[src/rtl/img2col_flag_seq.sv]
// Window-flag sequencer for img2col: a single fill phase, then alternating gap/active
// windows. flag strobes during each active window, and done pulses once at end of map.
module img2col_flag_seq #(
  parameter int CNT_W    = 9,
  parameter int FILL_LEN = 160,
  parameter int GAP_LEN  = 4,
  parameter int ACT_LEN  = 28,
  parameter int ROWS_W   = 8
) (
  input  logic              clk,
  input  logic              nrst,
  input  logic              start,
  input  logic              map_finish,
  input  logic              stall,
  input  logic [ROWS_W-1:0] num_rows,
  output logic              flag,
  output logic              busy,
  output logic [ROWS_W-1:0] row_idx,
  output logic              done
);

  if (FILL_LEN < 1 || FILL_LEN > (1 << CNT_W)) begin : g_fill_chk
    $error("FILL_LEN out of range for CNT_W");
  end
  if (GAP_LEN < 1 || GAP_LEN > (1 << CNT_W)) begin : g_gap_chk
    $error("GAP_LEN out of range for CNT_W");
  end
  if (ACT_LEN < 1 || ACT_LEN > (1 << CNT_W)) begin : g_act_chk
    $error("ACT_LEN out of range for CNT_W");
  end

  localparam logic [CNT_W-1:0] FILL_TC = CNT_W'(FILL_LEN - 1);
  localparam logic [CNT_W-1:0] GAP_TC  = CNT_W'(GAP_LEN - 1);
  localparam logic [CNT_W-1:0] ACT_TC  = CNT_W'(ACT_LEN - 1);

  typedef enum logic [1:0] {IDLE, FILL, GAP, ACTIVE} state_t;

  state_t            state, state_d;
  logic [CNT_W-1:0]  cnt, cnt_d;
  logic [ROWS_W-1:0] row_d, rows_cap, rows_cap_d, row_inc;
  logic              done_d;

  assign row_inc = row_idx + ROWS_W'(1);

  always_ff @(posedge clk or negedge nrst) begin
    if (!nrst) begin
      state    <= IDLE;
      cnt      <= '0;
      row_idx  <= '0;
      rows_cap <= '0;
      done     <= 1'b0;
    end else begin
      state    <= state_d;
      cnt      <= cnt_d;
      row_idx  <= row_d;
      rows_cap <= rows_cap_d;
      done     <= done_d;
    end
  end

  always_comb begin
    state_d    = state;
    cnt_d      = cnt;
    row_d      = row_idx;
    rows_cap_d = rows_cap;
    done_d     = 1'b0;
    // map_finish outranks stall; stall freezes everything, including start in IDLE
    if (map_finish) begin
      state_d = IDLE;
      cnt_d   = '0;
      row_d   = '0;
    end else if (!stall) begin
      case (state)
        IDLE: if (start) begin
          state_d    = FILL;
          cnt_d      = '0;
          row_d      = '0;
          rows_cap_d = num_rows;
        end
        FILL: if (cnt == FILL_TC) begin
          state_d = GAP;
          cnt_d   = '0;
        end else cnt_d = cnt + CNT_W'(1);
        GAP: if (cnt == GAP_TC) begin
          state_d = ACTIVE;
          cnt_d   = '0;
        end else cnt_d = cnt + CNT_W'(1);
        ACTIVE: if (cnt == ACT_TC) begin
          cnt_d = '0;
          row_d = row_inc;
          // rows_cap==0 runs forever and lets row_idx wrap
          if (rows_cap != '0 && row_inc == rows_cap) begin
            state_d = IDLE;
            done_d  = 1'b1;
          end else state_d = GAP;
        end else cnt_d = cnt + CNT_W'(1);
        default: state_d = IDLE;
      endcase
    end
  end

  assign flag = (state == ACTIVE) && !stall;
  assign busy = (state != IDLE);

endmodule

[config.mk]
export PLATFORM = sky130hd
export DESIGN_NAME = img2col_flag_seq
export DESIGN_NICKNAME = d
export VERILOG_FILES = /design/src/rtl/img2col_flag_seq.sv
export SDC_FILE = /design/constraint.sdc
export NUM_CORES = 1
export LEC_CHECK = 0
export ABC_AREA = 0
export ABC_CLOCK_PERIOD_IN_PS = 4300
export BUFFER_PORTS_ARGS = -buffer_cell sky130_fd_sc_hd__buf_2
export CAP_MARGIN = 15
export CORE_ASPECT_RATIO = 0.75
export CORE_MARGIN = 2
export CORE_UTILIZATION = 40
export CTS_CLUSTER_DIAMETER = 60
export DETAILED_ROUTE_END_ITERATION = 10
export PLACE_DENSITY = 0.55
export SYNTH_ARGS = -nofsm -noshare
export SYNTH_HDL_FRONTEND = slang
export SYNTH_SLANG_ARGS = --single-unit
export TNS_END_PERCENT = 5
[constraint.sdc]
create_clock -name clk -period 4.3 [get_ports clk]
set_clock_uncertainty 0.1 [all_clocks]
set_input_delay 0.215 -clock clk [delete_from_list [all_inputs] [get_ports clk]]
set_output_delay 0.215 -clock clk [all_outputs]
set_load 0.02 [all_outputs]
# Word level (Yosys, flattened, before mapping)
# Index checks and enable logic that the tools add are counted.
# op_classes
n_addsub	2
n_eq_ne	12
muxes	25
bitwise	2
n_reduce_logical	11
# ops
operator	count
9-bit two-way mux	6
9-bit case mux with 4 select lines	1
8-bit two-way mux	4
8-bit case mux with 2 select lines	1
2-bit two-way mux	7
3-bit != test, second input constant	4
9-bit by 1-bit adder with 9-bit output, second input constant	1
9-bit by 2-bit == test with 1-bit output, second input constant	1
9-bit by 5-bit == test with 1-bit output, second input constant	1
9-bit by 8-bit == test with 1-bit output, second input constant	1
8-bit by 1-bit adder with 8-bit output, second input constant	1
8-bit == test	1
2-bit case mux with 4 select lines	1
4-bit AND reduction	2
8-bit nonzero test	1
1-bit two-way mux	5
5-bit AND reduction	1
2-bit == test, second input constant	2
3-bit nonzero test	1
2-bit by 1-bit == test with 1-bit output, second input constant	1
1-bit logical AND	2
2-bit zero test	1
2-bit != test, second input constant	1
1-bit NOT	2
3 further kinds	3
# word_totals
reg_bits	28
in_bits	13
output_inout_bits	11
wordCells	57

# Longest topological paths before layout
# depth
ltp_word	8
ltp_mapped	7
ltp_nobuf	6

# Worst setup path after synthesis
# OpenSTA, ideal clock, no wires.
# synth_timing
path_type	reg-to-reg
startpoint	register row_idx[3]
endpoint	register state[1]
setup_ns	0.124
t_arrival_ns	1.946
setup_slack_ns	2.130
stages_incl_launch_ff	8
n_path_buf	2
period_less_slack_ns	2.170
cell_sequence	dfrtp_1 -> buf_6 -> and4_4 -> buf_6 -> a311o_1 -> o22a_1 -> a211o_1 -> o31a_1
# synth_between
elab_chain_len	8
# synth_lines
item	line_no	source
from (decl)	18	output logic [ROWS_W-1:0] row_idx,
from (signal assigned)	55	row_idx <= row_d;
8-bit by 1-bit adder with 8-bit output	43	assign row_inc = row_idx + ROWS_W'(1);
8-bit == test	92	if (rows_cap != '0 && row_inc == rows_cap) begin
1-bit logical AND	92	
2-bit two-way mux	92	
2-bit two-way mux	88	ACTIVE: if (cnt == ACT_TC) begin
2-bit case mux with 4 select lines	73	case (state)
2-bit two-way mux	72	end else if (!stall) begin
2-bit two-way mux	68	if (map_finish) begin
to (signal assigned)	53	state <= state_d;
to (decl)	38	state_t state, state_d;
# No other way between the ends. The select of a mux whose other input is x is not followed.
# A chain may end at the register's enable or synchronous reset.

# Worst setup path in the final report
# layout_timing
startpoint	register cnt[0]
endpoint	register row_idx[6]
# layout_between
elab_chain_len	3
# layout_lines
item	line_no	source
from (decl)	39	logic [CNT_W-1:0] cnt, cnt_d;
from (signal assigned)	54	cnt <= cnt_d;
9-bit by 5-bit == test with 1-bit output	88	
3-bit != test (no source line)	--	
4-bit AND reduction (no source line)	--	
# No other way between the ends.

==> reports/qor.csv <==
metric,value,unit
setup TNS,0,ns
WS Path Type,register to register,
Syn-to-layout area delta,10.6,%
"Arr. time, crit path",2.40,ns
chip width,80.2,um
CTS Hold Bufs,1,
Post-synth top flop,dfrtp_1,
Final nets,227,
top-area cell type share of the netlist area,0.402,
Max transition margin,0.360,
Initial DRC Count,161,
clock-pin slew on the worst setup and hold paths,0.10,ns
CTS buffer count,3,
num ports,24,
"Remaining Overflow, GRT",0,
Fin. Hold Viols,0,
leak pwr,0.801,nW
max-slew violations,0,
fmax,432,MHz
asr flop ratio synth,1.00,
first-pass GRT wire length,6.67,mm
number of fill cells in the layout,442,
Final Setup Violations,0,
Final Power,552,uW
All-Layer GR Usage,0.178,
Initial Utilization,0.424,
"most common cell after layout, fill and taps aside",dfrtp_1,
clock buffer depth,2,
crit path launch type,register,
dpl hpwl,3.08,mm
CTS Root Cell,clkbuf_8,
Cells after Synth,191,
core area,4100,um2
Hold Crit Class,primary input to register,
Syn Area/Cell,9.12,um2
"Critical Path, Cell by Cell",ha_1 > nor3b_1 > nand4_1 > nor2_1 > a21oi_1 > o21ai_0,
post-synth cell types,51,
Die Height,61.1,um
Multi-input gate area,940,um2
Reg area,701,um2
peak supply drop,0.148,mV
Syn Std Cell Area,1740,um2
#FFs+latches synth,28,
critical path's top delay family,simple AND/OR/NAND/NOR gates,
full die area,4900,um2
routability congestion estimate,0.862,
syn nets,206,
row cnt,20,
CTS tree,yes,
status,"finished, final reports clean",
initial antenna violation count,0,
Post-DP Area,1860,um2
Sink Count,28,
vias in the first global route,1348,
unrepaired setup endpoints after global routing,no,
critical path's slowest cell,nor2_1,
Min Hold Slack,0.0668,ns
most frequent cells in the layout,"28 x dfrtp_1, 23 x buf_2, 16 x nand2_1",
most area-consuming cells after synthesis,"dfrtp_1 40%, mux2_2 5.2%, nand3_1 4.3%",
CP endpoint kind,register,
Antenna Nets Post-Route,0,
drt pass-1 iters,4,
htree depth,1,
port buffer count,23,
final instance area,1930,um2
Post-synth EDFFs,0,
CTS resizes,0,
Slew @ Worst Pin,0.952,ns
minimum clock period,2.32,ns
drt drc,0,
clock latency on the worst-skew pair,0.27,ns
MaxCap Viol Count,0,
largest fanout on the critical path,9,
final WL,4.09,mm
CP peak stage delay,0.48,ns
Crit path buffers/inverters,0,
Post-CTS Setup Bufs,0,
Tcrit/Tclk final,0.539,
post-synthesis sequential area ratio,0.402,
detailed-route via count,1536,
power per cell area,287,nW/um2
largest area contributor in the netlist,dfrtp_1,
largest net degree at the start of global routing,29,
Ys Warns,0,
routed len/inst,15.4,um
Via density,5.77,
CP required,4.39,ns
ANT cells,0,
layout cells sized above 1,0.194,
## worst register-to-register path, stage by stage (launching register included)
cell     delay, ns
dfrtp_1       0.40
ha_1          0.23
nor3b_1       0.44
nand4_1       0.23
nor2_1        0.48
a21oi_1       0.11
o21ai_0       0.24
## sequential cells by signal, summed over array words and instances (netlist names)
| register | count |
|---|---|
| rows_cap | 8 |
| cnt | 9 |
| row_idx | 8 |
| state | 2 |
| done | 1 |
## power by group
group / switching [mW] / total [mW] / leakage [nW] / internal [mW]
Combinational: 0.0446 / 0.0880 / 0.399 / 0.0434
Sequential: 0.0190 / 0.300 / 0.373 / 0.281
Clock: 0.0821 / 0.164 / 0.0288 / 0.0820
Total: 0.146 / 0.552 / 0.801 / 0.407
## kinds of logic after synthesis
logic type / share of synthesized area
xor+xnor: 0.0453
compound gates: 0.184
flops: 0.402
simple gates: 0.233
mux: 0.0632
buf+inv: 0.0582
fa+ha+maj: 0.0144
## worst paths after layout
kind	startpoint	cells after the start	endpoint	slack (ns)
max	cnt[0]$_DFFE_PN0P_	6	row_idx[6]$_DFFE_PN0P_	1.98
min	num_rows[5]	2	rows_cap[5]$_DFFE_PN0P_	0.07
max reg2reg	cnt[0]$_DFFE_PN0P_	6	row_idx[6]$_DFFE_PN0P_	1.98
min reg2reg	cnt[1]$_DFFE_PN0P_	2	cnt[1]$_DFFE_PN0P_	0.41
max in group asynchronous	nrst	2	rows_cap[2]$_DFFE_PN0P_	3.27
min in group asynchronous	nrst	2	cnt[7]$_DFFE_PN0P_	0.40
## cell usage after synthesis (2+ instances only)
cell type	number
nor2_1	11
a211o_1	2
mux2i_1	2
o311ai_1	2
ha_1	2
or3_1	7
o2bb2ai_1	2
and3_2	2
mux2_2	8
nor3_1	7
a21oi_1	12
o21ai_0	2
and4_1	2
nand2b_1	4
xnor2_1	7
clkbuf_1	3
buf_6	3
nor4b_1	2
o31ai_1	2
inv_1	10
nand3_1	15
nand2_1	16
o21ai_1	11
o22ai_1	2
xor2_1	2
dfrtp_1	28
## metal layers
| metal | GRT usage | part of all wire | routed length [um] | up-vias |
|---|---|---|---|---|
| met5 | 0 | 0 | 0 | - |
| met1 | 0.271 | 0.52 | 2120 | 744 |
| met4 | 0.0387 | 0.0066 | 27 | 0 |
| met3 | 0.0367 | 0.071 | 291 | 2 |
| li1 | - | - | - | 743 |
| met2 | 0.262 | 0.40 | 1650 | 47 |
## final cells by class
class	instances	area share
clock buffer	4	0.0286
timing repair buffer	24	0.0649
tap	55	0.0357
multi-input combinational	145	0.488
inverter	10	0.0195
sequential	28	0.364
## through the flow
step,setup WS [ns],util,cells
after detailed placement,2.01,0.454,261
after floorplan,2.13,-,191
after global routing,1.79,0.470,266
final,1.98,0.470,266
after CTS,1.96,0.470,266
after global placement,2.06,0.454,261
No activity file was read; power rests on OpenSTA's default activity.
